==> config.mk <==
export PLATFORM = sky130hd
export DESIGN_NAME = mem_arbiter_flat
export DESIGN_NICKNAME = d
export VERILOG_FILES = /design/src/rtl/mem_arb_pkg.sv /design/src/rtl/mem_arbiter_if.sv /design/src/rtl/mem_arbiter.sv /design/src/flat_wrapper.sv
export SDC_FILE = /design/constraint.sdc
export NUM_CORES = 1
export LEC_CHECK = 0
export ABC_AREA = 1
export ABC_CLOCK_PERIOD_IN_PS = 1400
export CORE_AREA = 2 2 642 644
export DETAILED_ROUTE_END_ITERATION = 8
export DIE_AREA = 0 0 644 646
export GPL_TIMING_DRIVEN = 0
export SETUP_SLACK_MARGIN = 0.1
export SLEW_MARGIN = 20
export SYNTH_ARGS = -nofsm -noshare
export SYNTH_HDL_FRONTEND = slang
export SYNTH_SLANG_ARGS = --single-unit
==> constraint.sdc <==
create_clock -name clk_i -period 1.4 [get_ports clk_i]
set_input_delay 0.28 -clock clk_i [delete_from_list [all_inputs] [get_ports clk_i]]
set_output_delay 0.28 -clock clk_i [all_outputs]
set_load 0.02 [all_outputs]
==> src/rtl/mem_arb_pkg.sv <==
// Shared types and default sizing for the two-port line-memory arbiter.
// Included first so the interface and the arbiter agree on widths and state encoding.
package mem_arb_pkg;

   localparam int MEM_ARB_DATA_W  = 256;
   localparam int MEM_ARB_ADDR_W  = 32;
   localparam int MEM_ARB_TIMEOUT = 64;

   typedef enum logic {
      IDLE = 1'b0,
      BUSY = 1'b1
   } arb_state_e;

   typedef logic port_id_t;

   // Round-robin choice: a tie goes to the port that did not win last time.
   function automatic port_id_t rr_pick(input logic req0, input logic req1,
                                        input port_id_t last);
      if (req0 && req1) return ~last;
      else if (req1)    return 1'b1;
      else              return 1'b0;
   endfunction

endpackage

==> src/rtl/mem_arbiter_if.sv <==
// Bundle of both client ports and the shared memory port of mem_arbiter.
// Handshake: a client holds pN_enable_i high until the single-cycle pN_ack_o; memory pulses mem_ack_i once per mem_enable_o transaction.
interface mem_arbiter_if
   import mem_arb_pkg::*;
#(
   parameter int DATA_W = MEM_ARB_DATA_W,
   parameter int ADDR_W = MEM_ARB_ADDR_W
);
   logic              p0_enable_i;
   logic              p0_write_i;
   logic [ADDR_W-1:0] p0_addr_i;
   logic [DATA_W-1:0] p0_data_i;
   logic [DATA_W-1:0] p0_data_o;
   logic              p0_ack_o;

   logic              p1_enable_i;
   logic              p1_write_i;
   logic [ADDR_W-1:0] p1_addr_i;
   logic [DATA_W-1:0] p1_data_i;
   logic [DATA_W-1:0] p1_data_o;
   logic              p1_ack_o;

   logic [DATA_W-1:0] mem_data_i;
   logic              mem_ack_i;
   logic [DATA_W-1:0] mem_data_o;
   logic [ADDR_W-1:0] mem_addr_o;
   logic              mem_enable_o;
   logic              mem_write_o;

   logic              busy_o;
   logic              err_o;

   modport slave (
      input  p0_enable_i, p0_write_i, p0_addr_i, p0_data_i,
      input  p1_enable_i, p1_write_i, p1_addr_i, p1_data_i,
      input  mem_data_i, mem_ack_i,
      output p0_data_o, p0_ack_o, p1_data_o, p1_ack_o,
      output mem_data_o, mem_addr_o, mem_enable_o, mem_write_o,
      output busy_o, err_o
   );

   modport master (
      output p0_enable_i, p0_write_i, p0_addr_i, p0_data_i,
      output p1_enable_i, p1_write_i, p1_addr_i, p1_data_i,
      output mem_data_i, mem_ack_i,
      input  p0_data_o, p0_ack_o, p1_data_o, p1_ack_o,
      input  mem_data_o, mem_addr_o, mem_enable_o, mem_write_o,
      input  busy_o, err_o
   );

endinterface

==> src/rtl/mem_arbiter.sv <==
// Round-robin arbiter sharing one line-wide memory port between two caches.
// The winner's request is latched for the whole transaction; a watchdog aborts if memory never acks.
module mem_arbiter
   import mem_arb_pkg::*;
#(
   parameter int DATA_W  = MEM_ARB_DATA_W,
   parameter int ADDR_W  = MEM_ARB_ADDR_W,
   parameter int TIMEOUT = MEM_ARB_TIMEOUT
) (
   input  logic         clk_i,
   input  logic         rst_ni,
   mem_arbiter_if.slave bus
);

   localparam int               CNT_W    = $clog2(TIMEOUT);
   localparam logic [CNT_W-1:0] CNT_LAST = CNT_W'(TIMEOUT - 1);

   arb_state_e        r_state;
   port_id_t          r_grant_id;
   port_id_t          r_last_grant;
   logic [CNT_W-1:0]  r_count;
   logic [ADDR_W-1:0] r_addr;
   logic [DATA_W-1:0] r_data;
   logic              r_write;

   logic              w_any_req;
   port_id_t          w_pick;
   logic              w_busy;
   logic              w_expire;
   logic              w_done;

   assign w_any_req = bus.p0_enable_i | bus.p1_enable_i;
   assign w_pick    = rr_pick(bus.p0_enable_i, bus.p1_enable_i, r_last_grant);
   assign w_busy    = (r_state == BUSY);
   assign w_expire  = w_busy && (r_count == CNT_LAST);
   // A memory ack in the expiry cycle still counts as a normal completion.
   assign w_done    = w_busy && (bus.mem_ack_i || w_expire);

   always_ff @(posedge clk_i or negedge rst_ni) begin
      if (!rst_ni) begin
         r_state      <= IDLE;
         r_grant_id   <= 1'b0;
         r_last_grant <= 1'b1;
         r_count      <= '0;
         r_addr       <= '0;
         r_data       <= '0;
         r_write      <= 1'b0;
      end else begin
         case (r_state)
            IDLE: begin
               if (w_any_req) begin
                  r_state      <= BUSY;
                  r_grant_id   <= w_pick;
                  r_last_grant <= w_pick;
                  r_count      <= '0;
                  r_addr       <= w_pick ? bus.p1_addr_i  : bus.p0_addr_i;
                  r_data       <= w_pick ? bus.p1_data_i  : bus.p0_data_i;
                  r_write      <= w_pick ? bus.p1_write_i : bus.p0_write_i;
               end
            end
            BUSY: begin
               if (w_done) r_state <= IDLE;
               else        r_count <= r_count + 1'b1;
            end
            default: r_state <= IDLE;
         endcase
      end
   end

   assign bus.mem_enable_o = w_busy;
   assign bus.mem_addr_o   = r_addr;
   assign bus.mem_data_o   = r_data;
   assign bus.mem_write_o  = r_write;
   assign bus.busy_o       = w_busy;
   assign bus.err_o        = w_expire && !bus.mem_ack_i;

   assign bus.p0_ack_o     = w_done && (r_grant_id == 1'b0);
   assign bus.p1_ack_o     = w_done && (r_grant_id == 1'b1);
   assign bus.p0_data_o    = bus.mem_data_i;
   assign bus.p1_data_o    = bus.mem_data_i;

endmodule

==> src/flat_wrapper.sv <==
// flat-port wrapper written by rule: the top's interface ports become plain ports
module mem_arbiter_flat import mem_arb_pkg::*;
#(
   parameter int DATA_W  = MEM_ARB_DATA_W,
   parameter int ADDR_W  = MEM_ARB_ADDR_W,
   parameter int TIMEOUT = MEM_ARB_TIMEOUT
)
  (clk_i, rst_ni, bus_p0_enable_i, bus_p0_write_i, bus_p0_addr_i, bus_p0_data_i, bus_p1_enable_i, bus_p1_write_i, bus_p1_addr_i, bus_p1_data_i, bus_mem_data_i, bus_mem_ack_i, bus_p0_data_o, bus_p0_ack_o, bus_p1_data_o, bus_p1_ack_o, bus_mem_data_o, bus_mem_addr_o, bus_mem_enable_o, bus_mem_write_o, bus_busy_o, bus_err_o);
  mem_arbiter_if #(.DATA_W(DATA_W), .ADDR_W(ADDR_W)) bus_i ();
  input  logic clk_i;
  input  logic rst_ni;
  input wire logic [$bits(bus_i.p0_enable_i)-1:0] bus_p0_enable_i;
  input wire logic [$bits(bus_i.p0_write_i)-1:0] bus_p0_write_i;
  input wire logic [$bits(bus_i.p0_addr_i)-1:0] bus_p0_addr_i;
  input wire logic [$bits(bus_i.p0_data_i)-1:0] bus_p0_data_i;
  input wire logic [$bits(bus_i.p1_enable_i)-1:0] bus_p1_enable_i;
  input wire logic [$bits(bus_i.p1_write_i)-1:0] bus_p1_write_i;
  input wire logic [$bits(bus_i.p1_addr_i)-1:0] bus_p1_addr_i;
  input wire logic [$bits(bus_i.p1_data_i)-1:0] bus_p1_data_i;
  input wire logic [$bits(bus_i.mem_data_i)-1:0] bus_mem_data_i;
  input wire logic [$bits(bus_i.mem_ack_i)-1:0] bus_mem_ack_i;
  output wire logic [$bits(bus_i.p0_data_o)-1:0] bus_p0_data_o;
  output wire logic [$bits(bus_i.p0_ack_o)-1:0] bus_p0_ack_o;
  output wire logic [$bits(bus_i.p1_data_o)-1:0] bus_p1_data_o;
  output wire logic [$bits(bus_i.p1_ack_o)-1:0] bus_p1_ack_o;
  output wire logic [$bits(bus_i.mem_data_o)-1:0] bus_mem_data_o;
  output wire logic [$bits(bus_i.mem_addr_o)-1:0] bus_mem_addr_o;
  output wire logic [$bits(bus_i.mem_enable_o)-1:0] bus_mem_enable_o;
  output wire logic [$bits(bus_i.mem_write_o)-1:0] bus_mem_write_o;
  output wire logic [$bits(bus_i.busy_o)-1:0] bus_busy_o;
  output wire logic [$bits(bus_i.err_o)-1:0] bus_err_o;
  assign bus_i.p0_enable_i = bus_p0_enable_i;
  assign bus_i.p0_write_i = bus_p0_write_i;
  assign bus_i.p0_addr_i = bus_p0_addr_i;
  assign bus_i.p0_data_i = bus_p0_data_i;
  assign bus_i.p1_enable_i = bus_p1_enable_i;
  assign bus_i.p1_write_i = bus_p1_write_i;
  assign bus_i.p1_addr_i = bus_p1_addr_i;
  assign bus_i.p1_data_i = bus_p1_data_i;
  assign bus_i.mem_data_i = bus_mem_data_i;
  assign bus_i.mem_ack_i = bus_mem_ack_i;
  assign bus_p0_data_o = bus_i.p0_data_o;
  assign bus_p0_ack_o = bus_i.p0_ack_o;
  assign bus_p1_data_o = bus_i.p1_data_o;
  assign bus_p1_ack_o = bus_i.p1_ack_o;
  assign bus_mem_data_o = bus_i.mem_data_o;
  assign bus_mem_addr_o = bus_i.mem_addr_o;
  assign bus_mem_enable_o = bus_i.mem_enable_o;
  assign bus_mem_write_o = bus_i.mem_write_o;
  assign bus_busy_o = bus_i.busy_o;
  assign bus_err_o = bus_i.err_o;
  mem_arbiter #(.DATA_W(DATA_W), .ADDR_W(ADDR_W), .TIMEOUT(TIMEOUT)) u_core (.clk_i(clk_i), .rst_ni(rst_ni), .bus(bus_i));
endmodule
==> out/results.ini <==
[cts]
clkTransAtPathRegs_ns = 0.07
clk_latency_ns = 0.78
tritoncts = done
clock_tree.root_cell = clkbuf_16
clock_tree.htree_level_count = 2
cts_inserted_buffers = 50
holdBufCountCts = 8
clk_path_buf_depth = 3
cts.sink_count = 298

[worst_setup_path]
timing.critical_path.slowest_stage_cell = dfrtp_2
critical_path_required_ns = 1.12
critical_path_buf_inv_count = 2
crit_top_cell = nor2_4
arrival_ns = 2.02
element_type_at_the_critical_path_start = flop
worst_path_largest_cell_delay_ns = 0.43
cp_cell_sequence = ha_4 > nand2_4 > nor2_4 > nand2_2 > inv_2 > o21ai_4 > nor2_4 > buf_6
worst-setup-path-type = reg -> out
crit_family = flip-flops
crit_path_end_kind = output pin
crit_fanout = 3

[routing]
vias = 24404
vias_per_cell = 2.58
met3_routed_length_um = 58100
wl_final_um = 380000
wl_met1_um = 133000
highest_layer = met5
post_drt_wl_per_cell_um = 40.2
first_pass_iters = 5
routed-wl-met2_um = 174000
route.antenna.remaining_nets = 0
drt_iter0_markers = 1473
drc_errors = 0

[sta]
max-slew-margin-rel = 0.449
fin_worst_skew_ns = 0.0707
finalMaxSlewViolations = 0
worst_slew_pin_slew_ns = 0.829
finalWorstSetupSlack_ns = -0.896
min_period_over_period = 1.64
maxClockFrequency_mhz = 436
timing.final.crit_period_ns = 2.30
setup_viol_count_final = 591
setup_repair_after_global_routing_missed_its_margin = yes
fin_setup_tns_ns = -201.22
final_hold_violation_count = 101
hold_ws_ns = -0.533

[finish]
layout.nets = 4696
area_growth_syn_to_layout_pct = 183
n_fill_cell = 46773
post_route_cells_drive_above_1_share = 0.481

[place]
number_of_buffers_added_on_ports = 1388
routabilityCongestion = 0.982
dp.final_hpwl_um = 337000

[flow_run]
max_cap_violations = 0

[grt]
grt_pass1_vias = 23354
grt.overflow.total = 0
groute.usage.overall = 0.175
grt_first_pass_wirelength_um = 429000
grt_start_max_net_pins = 81
number_of_antenna_violations_at_the_first_check_in_global_routing = 385

[logic_synthesis]
post_synth_mux_area_share = 0
yosys.cell_types.count = 19
synth_top_area_frac = 0.431
synth_cells = 2158
synth_top_cell_by_area = dfrtp_1
synth.net_count = 2998
post_synth_fa_ha_maj_area_fraction = 0.000726
main_combinational_cell_family_by_area_after_synthesis = buffers and inverters
postSynthAreaPerCell_sq_um = 7.99
synthSimpleGateAreaFrac = 0.136
yosys_register_bits = 298
post_synth_instance_area_sq_mm = 0.0172
synth_seq_area_share = 0.433
yosys.area_share.xor_xnor = 0.000508
ys_top_cells_by_area = dfrtp_1 (43%), buf_4 (23%), o21ai_0 (9.4%), o21ai_1 (7.4%), nand2_1 (6.9%)
synth-warning-count = 0
synth_compound_gate_area_share = 0.170

[power]
ir_drop_v = 0.00107
p_per_area_mw_per_mm2 = 1530
static-leakage-power_nw = 19.0

[floorplanning]
io-pin-count = 1645
die_h_um = 646
placementRows = 235
design.die.area_sq_mm = 0.416
die-width_um = 644
core_area_sq_mm = 0.409
floorplan.initialDensity = 0.0422

[status]
violations = negative hold slack, negative setup slack
outcome = complete, but fails checks

[min_path]
hold_path.class = in -> async

==> cell usage after synthesis <==
master    instances
buf_1             8
buf_2            57
buf_4           520
clkbuf_1         56
dfrtp_1         297
dfstp_2           1
ha_1              1
inv_1            10
inv_2             3
nand2_1         318
nand3_1           8
nand4_1           1
nor2_1          293
nor3_1            1
o21ai_0         325
o21ai_1         256
o21ai_4           1
o21bai_1          1
xor2_1            1
==> power breakdown <==
| part | leakage, nW | internal [mW] | total [mW] | switching [mW] |
|---|---|---|---|---|
| logic | 14.5 | 19.0 | 44.2 | 25.2 |
| clock network | 0.887 | 8.49 | 14.7 | 6.26 |
| registers | 3.59 | 12.2 | 15.6 | 3.38 |
| total | 19.0 | 39.7 | 74.6 | 34.8 |
==> stage by stage <==
step                total power [mW]  instance area, sq um  utilization  cells  worst slack (ns)
global placement                49.5                 38300       0.0937   8997            -19.57
floorplan                       26.1                 17600            -   2158           -0.0781
CTS                             74.7                 46500        0.114   9307             -1.03
finish                          74.6                 48800        0.119   9448            -0.896
detailed placement              49.6                 38400       0.0940   9006             -2.26
global route                    77.8                 48700        0.119   9410             -1.00
==> placed cells by master (no fill, tap or decap), types with 12 or more instances in the layout <==
| master | synthesis | routed |
|---|---|---|
| nand2_1 | 318 | 305 |
| buf_12 | 0 | 88 |
| clkdlybuf4s15_1 | 0 | 31 |
| dfrtp_2 | 0 | 23 |
| clkdlybuf4s15_2 | 0 | 36 |
| o21ai_2 | 0 | 212 |
| buf_8 | 0 | 39 |
| dlygate4sd2_1 | 0 | 202 |
| diode_2 | 0 | 101 |
| buf_6 | 0 | 324 |
| nor2_2 | 0 | 58 |
| clkbuf_8 | 0 | 19 |
| o21ai_4 | 1 | 125 |
| clkbuf_16 | 0 | 93 |
| o21ai_0 | 325 | 16 |
| buf_16 | 0 | 28 |
| buf_4 | 520 | 625 |
| clkdlybuf4s50_1 | 0 | 823 |
| nor2_4 | 0 | 131 |
| dfrtp_1 | 297 | 274 |
| nor2_1 | 293 | 104 |
| o21ai_1 | 256 | 229 |
| nand2_2 | 0 | 12 |
==> state kept, by name, summed over array words and instances (netlist names) <==
name / cells
u_core.r_grant_id: 1
u_core.bus.mem_data_o: 256
u_core.r_count: 6
u_core.bus.mem_write_o: 1
u_core.r_last_grant: 1
u_core.bus.mem_addr_o: 32
u_core.bus.busy_o: 1
==> final cells by class <==
class                           instances  area, sq um  area share
Timing Repair Buffer                 1652        17900       0.367
Multi-Input combinational cell       1206         8670       0.178
Sequential cell                       298         7490       0.153
Tap cell                             5451         6820       0.140
Buffer                                635         5790       0.119
Clock buffer                           65         1380      0.0282
Clock inverter                         27          439     0.00900
Antenna cell                          101          253     0.00518
Inverter                               13         51.3     0.00105
==> per-layer routing <==
metal	track usage	vias up
li1	-	10066
met1	0.179	11622
met2	0.287	1778
met3	0.125	676
met4	0.0463	262
met5	0	-
==> worst reg2reg max path, cell delays in order (launching register included) <==
cell,delay [ns]
dfstp_2,0.37
nand2_2,0.06
nand2_2,0.07
buf_6,0.13
buf_12,0.14
buf_8,0.16
clkbuf_16,0.18
buf_6,0.17
nor2_1,0.46
o21ai_1,0.14
==> cell families after synthesis <==
kind of cell | Yosys count
DFF | 298
buffers and inverters | 654
AOI/OAI and AO/OA | 583
and+or+nand+nor | 621
xor gates and xnor gates | 1
adders and majority gates | 1
==> what timing repair did <==
action                                  in CTS  in global routing
buffers inserted                           167                 43
cloned                                      37                 13
hold endpoints to repair                   109                101
gates resized for setup                   3276                460
pin swaps                                   78                191
endpoints found under the setup margin     862                618
==> final timing paths <==
| kind | cells after the start | slack, ns | endpoint | from |
|---|---|---|---|---|
| setup / recovery | 8 | -0.90 | bus_p0_ack_o | u_core.r_count[0] |
| hold / removal | 1 | -0.53 | u_core.bus.mem_data_o[135] | rst_ni |
| setup reg to reg | 9 | -0.64 | u_core.bus.mem_data_o[191] | u_core.r_last_grant |
| hold reg to reg | 2 | 0.47 | u_core.r_last_grant | u_core.r_last_grant |
| max in group asynchronous | 3 | 0.65 | u_core.bus.mem_data_o[48] | rst_ni |
| min in group clk_i | 3 | 0.10 | u_core.bus.mem_addr_o[12] | bus_p1_addr_i[12] |
Note: power is estimated with default switching activity, not from simulation.
